<file path="config.mk">
export PLATFORM = sky130hd
export DESIGN_NAME = clk_switch_ctrl
export DESIGN_NICKNAME = d
export VERILOG_FILES = /design/src/rtl/clk_switch_pkg.sv /design/src/rtl/clk_alive_monitor.sv /design/src/rtl/clk_switch_ctrl.sv
export SDC_FILE = /design/constraint.sdc
export NUM_CORES = 1
export LEC_CHECK = 0
export ABC_AREA = 1
export CORE_ASPECT_RATIO = 0.7
export CORE_MARGIN = 5
export CORE_UTILIZATION = 45
export DETAILED_ROUTE_END_ITERATION = 6
export SETUP_SLACK_MARGIN = 0.15
export SLEW_MARGIN = 20
export SYNTH_ARGS = -nofsm -noshare
export SYNTH_HDL_FRONTEND = slang
export SYNTH_HIERARCHICAL = 1
export SYNTH_SLANG_ARGS = --single-unit
</file>
<file path="constraint.sdc">
create_clock -name aclk -period 1.85 [get_ports aclk]
set_clock_uncertainty 0.15 [all_clocks]
set_input_delay 0.37 -clock aclk [delete_from_list [all_inputs] [get_ports aclk]]
set_output_delay 0.37 -clock aclk [all_outputs]
set_load 0.01 [all_outputs]
</file>
<file path="src/rtl/clk_switch_pkg.sv">
// Shared types and helpers for the break-before-make clock selection controller.
package clk_switch_pkg;

  typedef enum logic [1:0] {
    IDLE   = 2'd0,
    DRAIN  = 2'd1,
    ENABLE = 2'd2
  } state_t;

  localparam int MAX_CLK = 16;

  function automatic int clog2(input int n);
    int r;
    r = 0;
    while ((1 << r) < n) r++;
    return r;
  endfunction

  // Index of the lowest set bit; 0 when nothing is set.
  function automatic int lowest_set(input logic [MAX_CLK-1:0] v);
    int idx;
    idx = 0;
    for (int i = MAX_CLK - 1; i >= 0; i--)
      if (v[i]) idx = i;
    return idx;
  endfunction

endpackage

</file>
<file path="src/rtl/clk_alive_monitor.sv">
// Per-source liveness: synchronise the heartbeat toggle, detect edges, and
// flag the source dead after TIMEOUT control cycles without one.
module clk_alive_monitor
  import clk_switch_pkg::*;
#(
  parameter int TIMEOUT = 64
) (
  input  logic aclk,
  input  logic areset,
  input  logic hb_toggle,
  output logic alive
);

  localparam int CNT_W = clog2(TIMEOUT + 1);

  logic             sync_1, sync_2, prev;
  logic             hb_edge;
  logic [CNT_W-1:0] cnt, cnt_nx;

  assign hb_edge = sync_2 ^ prev;

  always_comb begin
    if (hb_edge)                     cnt_nx = '0;
    else if (cnt == CNT_W'(TIMEOUT)) cnt_nx = cnt;
    else                             cnt_nx = cnt + CNT_W'(1);
  end

  always_ff @(posedge aclk or posedge areset) begin
    if (areset) begin
      sync_1 <= 1'b0;
      sync_2 <= 1'b0;
      prev   <= 1'b0;
      cnt    <= '0;
      alive  <= 1'b1;
    end else begin
      // NOTE: non-blocking so the synchroniser chain shifts one stage per edge.
      sync_1 <= hb_toggle;
      sync_2 <= sync_1;
      prev   <= sync_2;
      cnt    <= cnt_nx;
      alive  <= (cnt_nx < CNT_W'(TIMEOUT));
    end
  end

endmodule

</file>
<file path="src/rtl/clk_switch_ctrl.sv">
// Selection controller for an N-input BUFGCTRL clock switch: handshake,
// break-before-make sequencing, liveness monitoring and automatic failover.
module clk_switch_ctrl
  import clk_switch_pkg::*;
#(
  parameter int N_CLK         = 4,
  parameter int DEAD_CYCLES   = 4,
  parameter int SETTLE_CYCLES = 8,
  parameter int TIMEOUT       = 64,
  parameter bit AUTO_FAILOVER = 1'b1,
  parameter int DEFAULT_SEL   = 0,
  localparam int SEL_W = (clog2(N_CLK) < 1) ? 1 : clog2(N_CLK)
) (
  input  logic             aclk,
  input  logic             areset,
  input  logic             req_valid,
  output logic             req_ready,
  input  logic [SEL_W-1:0] req_sel,
  input  logic [N_CLK-1:0] hb_toggle,
  output logic [N_CLK-1:0] sel_en,
  output logic [SEL_W-1:0] active_sel,
  output logic             switching,
  output logic [N_CLK-1:0] alive,
  output logic             fault,
  output logic             err
);

  localparam int CNT_MAX = (DEAD_CYCLES > SETTLE_CYCLES) ? DEAD_CYCLES : SETTLE_CYCLES;
  localparam int CNT_W   = (clog2(CNT_MAX + 1) < 1) ? 1 : clog2(CNT_MAX + 1);

  state_t             state, state_nx;
  logic [CNT_W-1:0]   cnt, cnt_nx;
  logic [SEL_W-1:0]   sel_nx, failover_target;
  logic [N_CLK-1:0]   sel_en_nx, onehot_active, other_alive;
  logic               switching_nx, err_nx, failover_pending;
  logic [MAX_CLK-1:0] other_alive_w;
  // Padded to the full index range so out-of-range requests read as dead.
  logic [(1<<SEL_W)-1:0] alive_ext;

  for (genvar i = 0; i < N_CLK; i++) begin : g_mon
    clk_alive_monitor #(.TIMEOUT(TIMEOUT)) u_mon (
      .aclk      (aclk),
      .areset    (areset),
      .hb_toggle (hb_toggle[i]),
      .alive     (alive[i])
    );
  end

  always_comb begin
    alive_ext              = '0;
    alive_ext[N_CLK-1:0]   = alive;
    other_alive_w          = '0;
    other_alive_w[N_CLK-1:0] = other_alive;
  end

  assign onehot_active    = N_CLK'(1) << active_sel;
  assign other_alive      = alive & ~onehot_active;
  assign failover_target  = SEL_W'(lowest_set(other_alive_w));
  assign failover_pending = AUTO_FAILOVER && fault && (|other_alive);
  assign req_ready        = (state == IDLE) && !failover_pending;

  always_comb begin
    // NOTE: every combinational output is defaulted first so no path infers a latch.
    state_nx     = state;
    cnt_nx       = cnt;
    sel_nx       = active_sel;
    sel_en_nx    = sel_en;
    switching_nx = switching;
    err_nx       = 1'b0;
    case (state)
      IDLE: begin
        if (failover_pending) begin
          sel_nx       = failover_target;
          state_nx     = DRAIN;
          cnt_nx       = '0;
          sel_en_nx    = '0;
          switching_nx = 1'b1;
        end else if (req_valid) begin
          if (!alive_ext[req_sel]) begin
            err_nx = 1'b1;
          end else if (req_sel != active_sel) begin
            sel_nx       = req_sel;
            state_nx     = DRAIN;
            cnt_nx       = '0;
            sel_en_nx    = '0;
            switching_nx = 1'b1;
          end
        end
      end
      DRAIN: begin
        if (cnt == CNT_W'(DEAD_CYCLES - 1)) begin
          state_nx  = ENABLE;
          cnt_nx    = '0;
          sel_en_nx = onehot_active;
        end else begin
          cnt_nx = cnt + CNT_W'(1);
        end
      end
      ENABLE: begin
        if (cnt == CNT_W'(SETTLE_CYCLES - 1)) begin
          state_nx     = IDLE;
          cnt_nx       = '0;
          switching_nx = 1'b0;
        end else begin
          cnt_nx = cnt + CNT_W'(1);
        end
      end
      default: begin
        state_nx     = DRAIN;
        cnt_nx       = '0;
        sel_en_nx    = '0;
        switching_nx = 1'b1;
      end
    endcase
  end

  always_ff @(posedge aclk or posedge areset) begin
    if (areset) begin
      state      <= DRAIN;
      cnt        <= '0;
      active_sel <= SEL_W'(DEFAULT_SEL);
      sel_en     <= '0;
      switching  <= 1'b1;
      fault      <= 1'b0;
      err        <= 1'b0;
    end else begin
      state      <= state_nx;
      cnt        <= cnt_nx;
      active_sel <= sel_nx;
      sel_en     <= sel_en_nx;
      switching  <= switching_nx;
      fault      <= !alive_ext[active_sel];
      err        <= err_nx;
    end
  end

endmodule
</file>
==> results.py, run 1 <==
metrics = {
    "placed_design": {
        "dp_hpwl_um": 4670,
        "gp_congestion": 0.823,
        "port_buffers": 22,
        "dp_cells": 515,
        "dpl_cell_area_mm2": 0.00366,
    },
    "clocking": {
        "clk-insertion-delay-late_ns": 0.34,
        "cts_tree": "done",
        "numCtsBuffers": 9,
        "clock_path_buffers": 2,
        "clockRootBuffer": "clkbuf_8",
        "cts.htree.levels": 3,
        "path_clk_slew_ns": 0.06,
        "cts_sinks": 59,
    },
    "cells_and_area": {
        "multi_input_area_mm2": 0.00155,
        "regArea_mm2": 0.00149,
        "drive_gt1_share_pct": 28.7,
        "fin_nets": 466,
        "syn_to_final_growth_pct": 26.8,
        "antenna_cells": 0,
        "instances_no_fill": 544,
        "design_area_mm2": 0.00403,
        "n_fill_cell": 646,
    },
    "timing": {
        "timing.max_slew.rel_slack_pct": 69.8,
        "hold_viol_final": 0,
        "whs_ns": 0.201,
        "tightest_slew_ns": 0.451,
        "fin_ws_ns": -0.105,
        "rsz0062_at_grt": "true",
        "fmax_ghz": 0.512,
        "period_share_pct": 106,
        "finalSetupViolations": 13,
        "maxSlewViolCount": 0,
        "fin_crit_ns": 1.95,
        "finalSetupTns_ns": -0.569,
    },
    "floorplanning": {
        "io_pins": 23,
        "start_util_pct": 46.6,
        "dieArea_mm2": 0.00887,
        "rows": 25,
        "core_mm2": 0.00682,
        "fp.dieW_um": 110,
        "die_h_um": 80.3,
    },
    "logic_synthesis": {
        "postSynthAreaPerCell_um2": 8.39,
        "synth_nets": 400,
        "ys_types": 28,
        "ys.flop_type": "dfrtp_1",
        "synth_edf_count": 0,
        "yosysWarningCount": 6,
        "ys_ff_latch": 59,
        "syn_inst": 379,
        "netlist_area_mm2": 0.00318,
        "yosysSeqAreaShare_pct": 46.7,
        "async_flop_share_pct": 100,
    },
    "critical_path": {
        "critPathMaxStageDelay_ns": 0.47,
        "ff2ff_path_depth": 14,
        "startpoint": "active_sel[0]",
        "worst-path-max-fanout": 6,
        "reg2reg_slack_ns": -0.08,
        "start_kind": "flop",
        "cp-endpoint": "req_ready",
        "end_kind": "primary output",
        "path_cells": "buf_6, nand2_4, nand2_4, nand2_2, nand2_2, nand2_4, nor2_8, buf_6",
        "r2r_end": "sel_en[0]",
        "path_class": "flop to primary output",
        "crit_slowest_cell": "dfrtp_2",
        "worstPathArrival_ns": 1.43,
        "worstReg2RegStart": "active_sel[0]",
        "worstPathRequired_ns": 1.33,
        "worst_path_most_repeated_cell": "nand2_4",
    },
    "detailed_routing": {
        "drt_iter0_markers": 86,
        "drtPass1Iterations": 4,
        "ant_nets": 0,
        "drt_wl_total_um": 6500,
        "vias": 2565,
        "wl_per_cell_um": 11.9,
        "drc": 0,
        "vias_per_cell": 4.72,
    },
    "run_status": {
        "status": "complete, but fails checks",
        "violations": "setup timing",
    },
    "global_route": {
        "antenna_found_initial": 0,
        "grt_pass1_wl_um": 11500,
        "grt_pass1_vias": 2469,
        "grt_overflow": 0,
        "grt_max_degree": 12,
        "grt_usage_pct": 16.1,
    },
    "run": {
        "cap_viol_max_count": 0,
    },
    "min_path": {
        "hp-class": "flop to flop",
        "hold_start": "g_mon[0].u_mon/sync_1",
        "holdPathStages": 0,
    },
    "power": {
        "vdd_drop_max_v": 0.000700,
        "p_leak_nw": 2.05,
        "power.density_mw_per_mm2": 1180,
        "total_power_mw": 4.78,
    },
}
==> cells in the mapped netlist, types with 2 or more instances <==
| cell type | instances | area [um2] |
|---|---|---|
| a21oi_1 | 7 | 35.0 |
| nor2_2 | 4 | 25.0 |
| dfrtp_1 | 53 | 1330 |
| o21ai_1 | 4 | 20.0 |
| inv_2 | 7 | 26.3 |
| nand2_2 | 13 | 81.3 |
| xnor2_2 | 4 | 65.1 |
| nand2_1 | 88 | 330 |
| inv_1 | 44 | 165 |
| nand3_1 | 51 | 255 |
| buf_6 | 2 | 22.5 |
| o21bai_2 | 4 | 45.0 |
| xnor2_1 | 2 | 17.5 |
| o211ai_1 | 2 | 15.0 |
| inv_4 | 2 | 12.5 |
| o21ai_2 | 7 | 61.3 |
| o21ai_0 | 2 | 10.0 |
| nor3_1 | 3 | 15.0 |
| nand2_8 | 2 | 40.0 |
| dfstp_2 | 6 | 158 |
| xor2_1 | 5 | 43.8 |
| nand2_4 | 2 | 22.5 |
| ha_1 | 12 | 150 |
| nor2_1 | 46 | 173 |
| or2_2 | 4 | 25.0 |
==> cell type report <==
type / instances / share of cell area, %
tap: 94 / 2.92
multi-input combinational: 265 / 38.4
sequential: 59 / 36.9
inverter: 53 / 5.18
clock inverter: 5 / 1.30
timing repair buffer: 57 / 11.8
clock buffer: 11 / 3.51
==> worst min-delay path by stage <==
stage / endpoint
2_1_floorplan: g_mon[0].u_mon/cnt[0]
3_3_place_gp: g_mon[1].u_mon/sync_2
5_1_grt: g_mon[1].u_mon/sync_2
4_1_cts: g_mon[0].u_mon/sync_2
6_report: g_mon[0].u_mon/sync_2
3_5_place_dp: g_mon[0].u_mon/sync_2
==> flip-flops by register name (all words and copies together), names as in the netlist <==
| register | cells |
|---|---|
| switching | 1 |
| g_mon.u_mon/prev | 4 |
| g_mon.u_mon/sync_2 | 4 |
| sel_en | 4 |
| cnt | 4 |
| g_mon.u_mon/alive | 4 |
| g_mon.u_mon/cnt | 28 |
| err | 1 |
| state | 2 |
| g_mon.u_mon/sync_1 | 4 |
| active_sel | 2 |
| fault | 1 |
==> worst max-delay path: cells and delay by family, from the launching register on <==
kind          cells  cell delay (ns)
simple gates      6             0.39
buf+inv           2             0.23
flops             1             0.47
==> stage by stage <==
| stage | worst slack (ns) | utilization [%] |
|---|---|---|
| 3_3_place_gp | -0.169 | 53.7 |
| 6_report | -0.105 | 59.1 |
| 3_5_place_dp | -0.205 | 53.7 |
| 5_1_grt | -0.180 | 59.1 |
| 2_1_floorplan | 0.282 | - |
| 4_1_cts | -0.121 | 58.0 |
==> layer usage <==
metal	share of wire [%]	GRT usage, %	vias to the layer above
met5	0	0	-
li1	-	-	1322
met3	4.5	5.57	6
met1	50	21.3	1190
met4	0.75	3.57	0
met2	45	25.8	47
==> cells by family (layout without fill, tap and decap cells) <==
family	Yosys count	in the layout	synth area share [%]
simple gates	215	215	31.4
flops	59	59	46.7
buf+inv	55	126	7.12
compound gates	27	27	6.14
fa+ha+maj	12	12	4.72
xor+xnor	11	11	3.97
==> layout by cell type, fill, tap and decap left out, types with 5 or more instances in the layout <==
cell / synthesis / layout
dfstp_2: 6 / 6
nand2_2: 13 / 11
clkbuf_8: 0 / 10
xor2_1: 5 / 5
a21oi_1: 7 / 6
nand2_1: 88 / 83
buf_6: 2 / 8
buf_2: 0 / 5
inv_2: 7 / 9
dlygate4sd2_1: 0 / 6
nand2_4: 2 / 9
clkdlybuf4s50_1: 0 / 8
nor2_1: 46 / 46
nand3_1: 51 / 49
inv_1: 44 / 42
ha_1: 12 / 11
dfrtp_1: 53 / 51
o21ai_2: 7 / 9
buf_4: 0 / 29
==> timing repair <==
action / in CTS / in global routing
pin swaps: 8 / 5
hold buffers: 0 / 0
resized for setup: 58 / 12
buffers inserted: 9 / 4
endpoints found under the setup margin: 24 / 17
endpoints found under the hold margin: 0 / 0
==> power breakdown <==
part	total, mW	switching [mW]	internal [mW]
clock	1.15	0.500	0.652
sequential	1.64	0.177	1.46
combinational	1.98	1.03	0.954
total	4.78	1.71	3.07
No activity file was read; power rests on OpenSTA's default activity.
==> run 2, diff against run 1 <==
- CTS_BUF_LIST: not set -> sky130_fd_sc_hd__clkbuf_16
- clock period: 1.85 -> 2.4 ns (I/O delays scaled with it)
==> results.py, run 2 (synthesis results as in run 1) <==
metrics = {
    "timing": {
        "whs_ns": 0.189,
        "rsz0062_at_grt": "false",
        "finalSetupTns_ns": 0,
        "finalSetupViolations": 0,
        "tightest_slew_ns": 0.648,
        "fmax_ghz": 0.459,
        "timing.max_slew.rel_slack_pct": 56.7,
        "fin_crit_ns": 2.18,
        "period_share_pct": 90.8,
        "fin_ws_ns": 0.221,
        "hold_viol_final": 0,
        "maxSlewViolCount": 0,
    },
    "global_route": {
        "grt_pass1_vias": 2315,
        "grt_overflow": 0,
        "antenna_found_initial": 0,
        "grt_pass1_wl_um": 10900,
        "grt_usage_pct": 15.2,
        "grt_max_degree": 16,
    },
    "cells_and_area": {
        "syn_to_final_growth_pct": 21.4,
        "top_register": "g_mon.u_mon/cnt",
        "most-common-layout-cells": "nand2_1 (88), nand3_1 (51), dfrtp_1 (51)",
        "instances_no_fill": 514,
        "drive_gt1_share_pct": 18.8,
        "fin_nets": 436,
        "antenna_cells": 0,
        "design_area_mm2": 0.00386,
        "layout.cells.most_common": "nand2_1",
        "largest_reg_flops": 28,
        "fin_util_pct": 56.6,
    },
    "min_path": {
        "hp-class": "flop to flop",
    },
    "clocking": {
        "numCtsBuffers": 9,
        "holdBufCountCts": 0,
        "clock_path_buffers": 2,
        "path_clk_slew_ns": 0.05,
        "clk-insertion-delay-late_ns": 0.32,
        "cts_tree": "done",
        "clockRootBuffer": "clkbuf_16",
        "cts.htree.levels": 3,
        "cts_sinks": 59,
    },
    "placed_design": {
        "dpl_cell_area_mm2": 0.00351,
        "dp_cells": 495,
        "dp_hpwl_um": 4500,
        "port_buffers": 22,
        "preCtsSetupSlack_ns": 0.152,
        "gp_congestion": 0.835,
    },
    "power": {
        "power_frac_comb_pct": 29.0,
        "total_power_mw": 3.78,
        "internal_power_mw": 2.59,
        "p_leak_nw": 1.88,
        "swShare_pct": 31.5,
        "p_seq_share_pct": 33.4,
        "p_switching_mw": 1.19,
        "power.density_mw_per_mm2": 979,
        "power_frac_clock_pct": 37.6,
        "vdd_drop_max_v": 0.000581,
    },
    "run_status": {
        "status": "finished, final reports clean",
    },
    "floorplanning": {
        "fp.dieW_um": 110,
        "io_pins": 23,
        "core_mm2": 0.00682,
        "rows": 25,
        "die_h_um": 80.3,
        "start_util_pct": 46.6,
        "dieArea_mm2": 0.00887,
    },
    "detailed_routing": {
        "ant_nets": 0,
        "vias": 2490,
        "drtPass1Iterations": 4,
        "drc": 0,
        "vias_per_cell": 4.84,
        "wl_per_cell_um": 12.0,
        "drt_iter0_markers": 83,
        "drt_wl_total_um": 6160,
    },
    "critical_path": {
        "worst_path_most_repeated_cell": "buf_4",
        "end_kind": "primary output",
        "worst-path-max-fanout": 6,
        "path_class": "flop to primary output",
        "worstPathArrival_ns": 1.55,
        "path_delay_family": "buffers and inverters",
        "crit_buf_inv": 3,
        "critPathMaxStageDelay_ns": 0.53,
        "worstPathRequired_ns": 1.77,
        "path_cells": "buf_4, buf_4, clkdlybuf4s50_1",
        "start_kind": "flop",
        "crit_slowest_cell": "clkdlybuf4s50_1",
    },
    "run": {
        "cap_viol_max_count": 0,
    },
}
==> run 2: cell types whose count changed in the layout (fill, tap and decap cells not counted), moves of 3 or more <==
cell / before / now
clkbuf_16: 0 / 9
clkinv_1: 0 / 3
dlygate4sd2_1: 6 / 0
buf_4: 29 / 5
buf_6: 8 / 0
nand2_4: 9 / 2
nand2_1: 83 / 88
buf_2: 5 / 1
clkdlybuf4s50_1: 8 / 21
clkbuf_8: 10 / 0
==> run 2: final cells by class <==
type	instances	area, um2
Clock buffer	9	225
Clock inverter	7	106
Fill cell	653	2960
Inverter	53	204
Multi-Input combinational cell	265	1470
Sequential cell	59	1490
Tap cell	94	118
Timing Repair Buffer	27	253
==> run 2: path summary, 6_finish.rpt <==
kind / from / end / slack, ns / cells past startpoint
max: active_sel[1] / active_sel[1] / 0.22 / 3
min: g_mon[0].u_mon/sync_1 / g_mon[0].u_mon/sync_2 / 0.19 / 0
max reg2reg: state[0] / cnt[3] / 0.74 / 7
min reg2reg: g_mon[0].u_mon/sync_1 / g_mon[0].u_mon/sync_2 / 0.19 / 0
max in group asynchronous: areset / active_sel[0] / 1.08 / 2
min in group asynchronous: areset / g_mon[1].u_mon/prev / 0.46 / 2
==> run 2: per-layer routing <==
metal  wire length (um)  GRT usage (%)  share of wire [%]  vias up
li1                   -              -                  -     1271
met1               3140           20.5                 51     1161
met5                  0              0                  0        -
met2               2700           23.2                 44       51
met4                 77           5.90                1.2        0
met3                238           4.29                3.9        7
==> run 2: repair_timing <==
action / CTS / global route
endpoints found under the setup margin: 1 / 1
setup buffers: 3 / 0
resized for setup: 6 / 1
==> run 2: power by group through the flow <==
stage	sequential (mW)	combinational (mW)	clock, mW
after CTS	1.26	1.11	1.47
after detailed placement	1.28	1.06	0
final	1.26	1.09	1.42
after global placement	1.28	1.04	0
after global routing	1.28	1.23	1.50
after floorplan	1.25	0.806	0
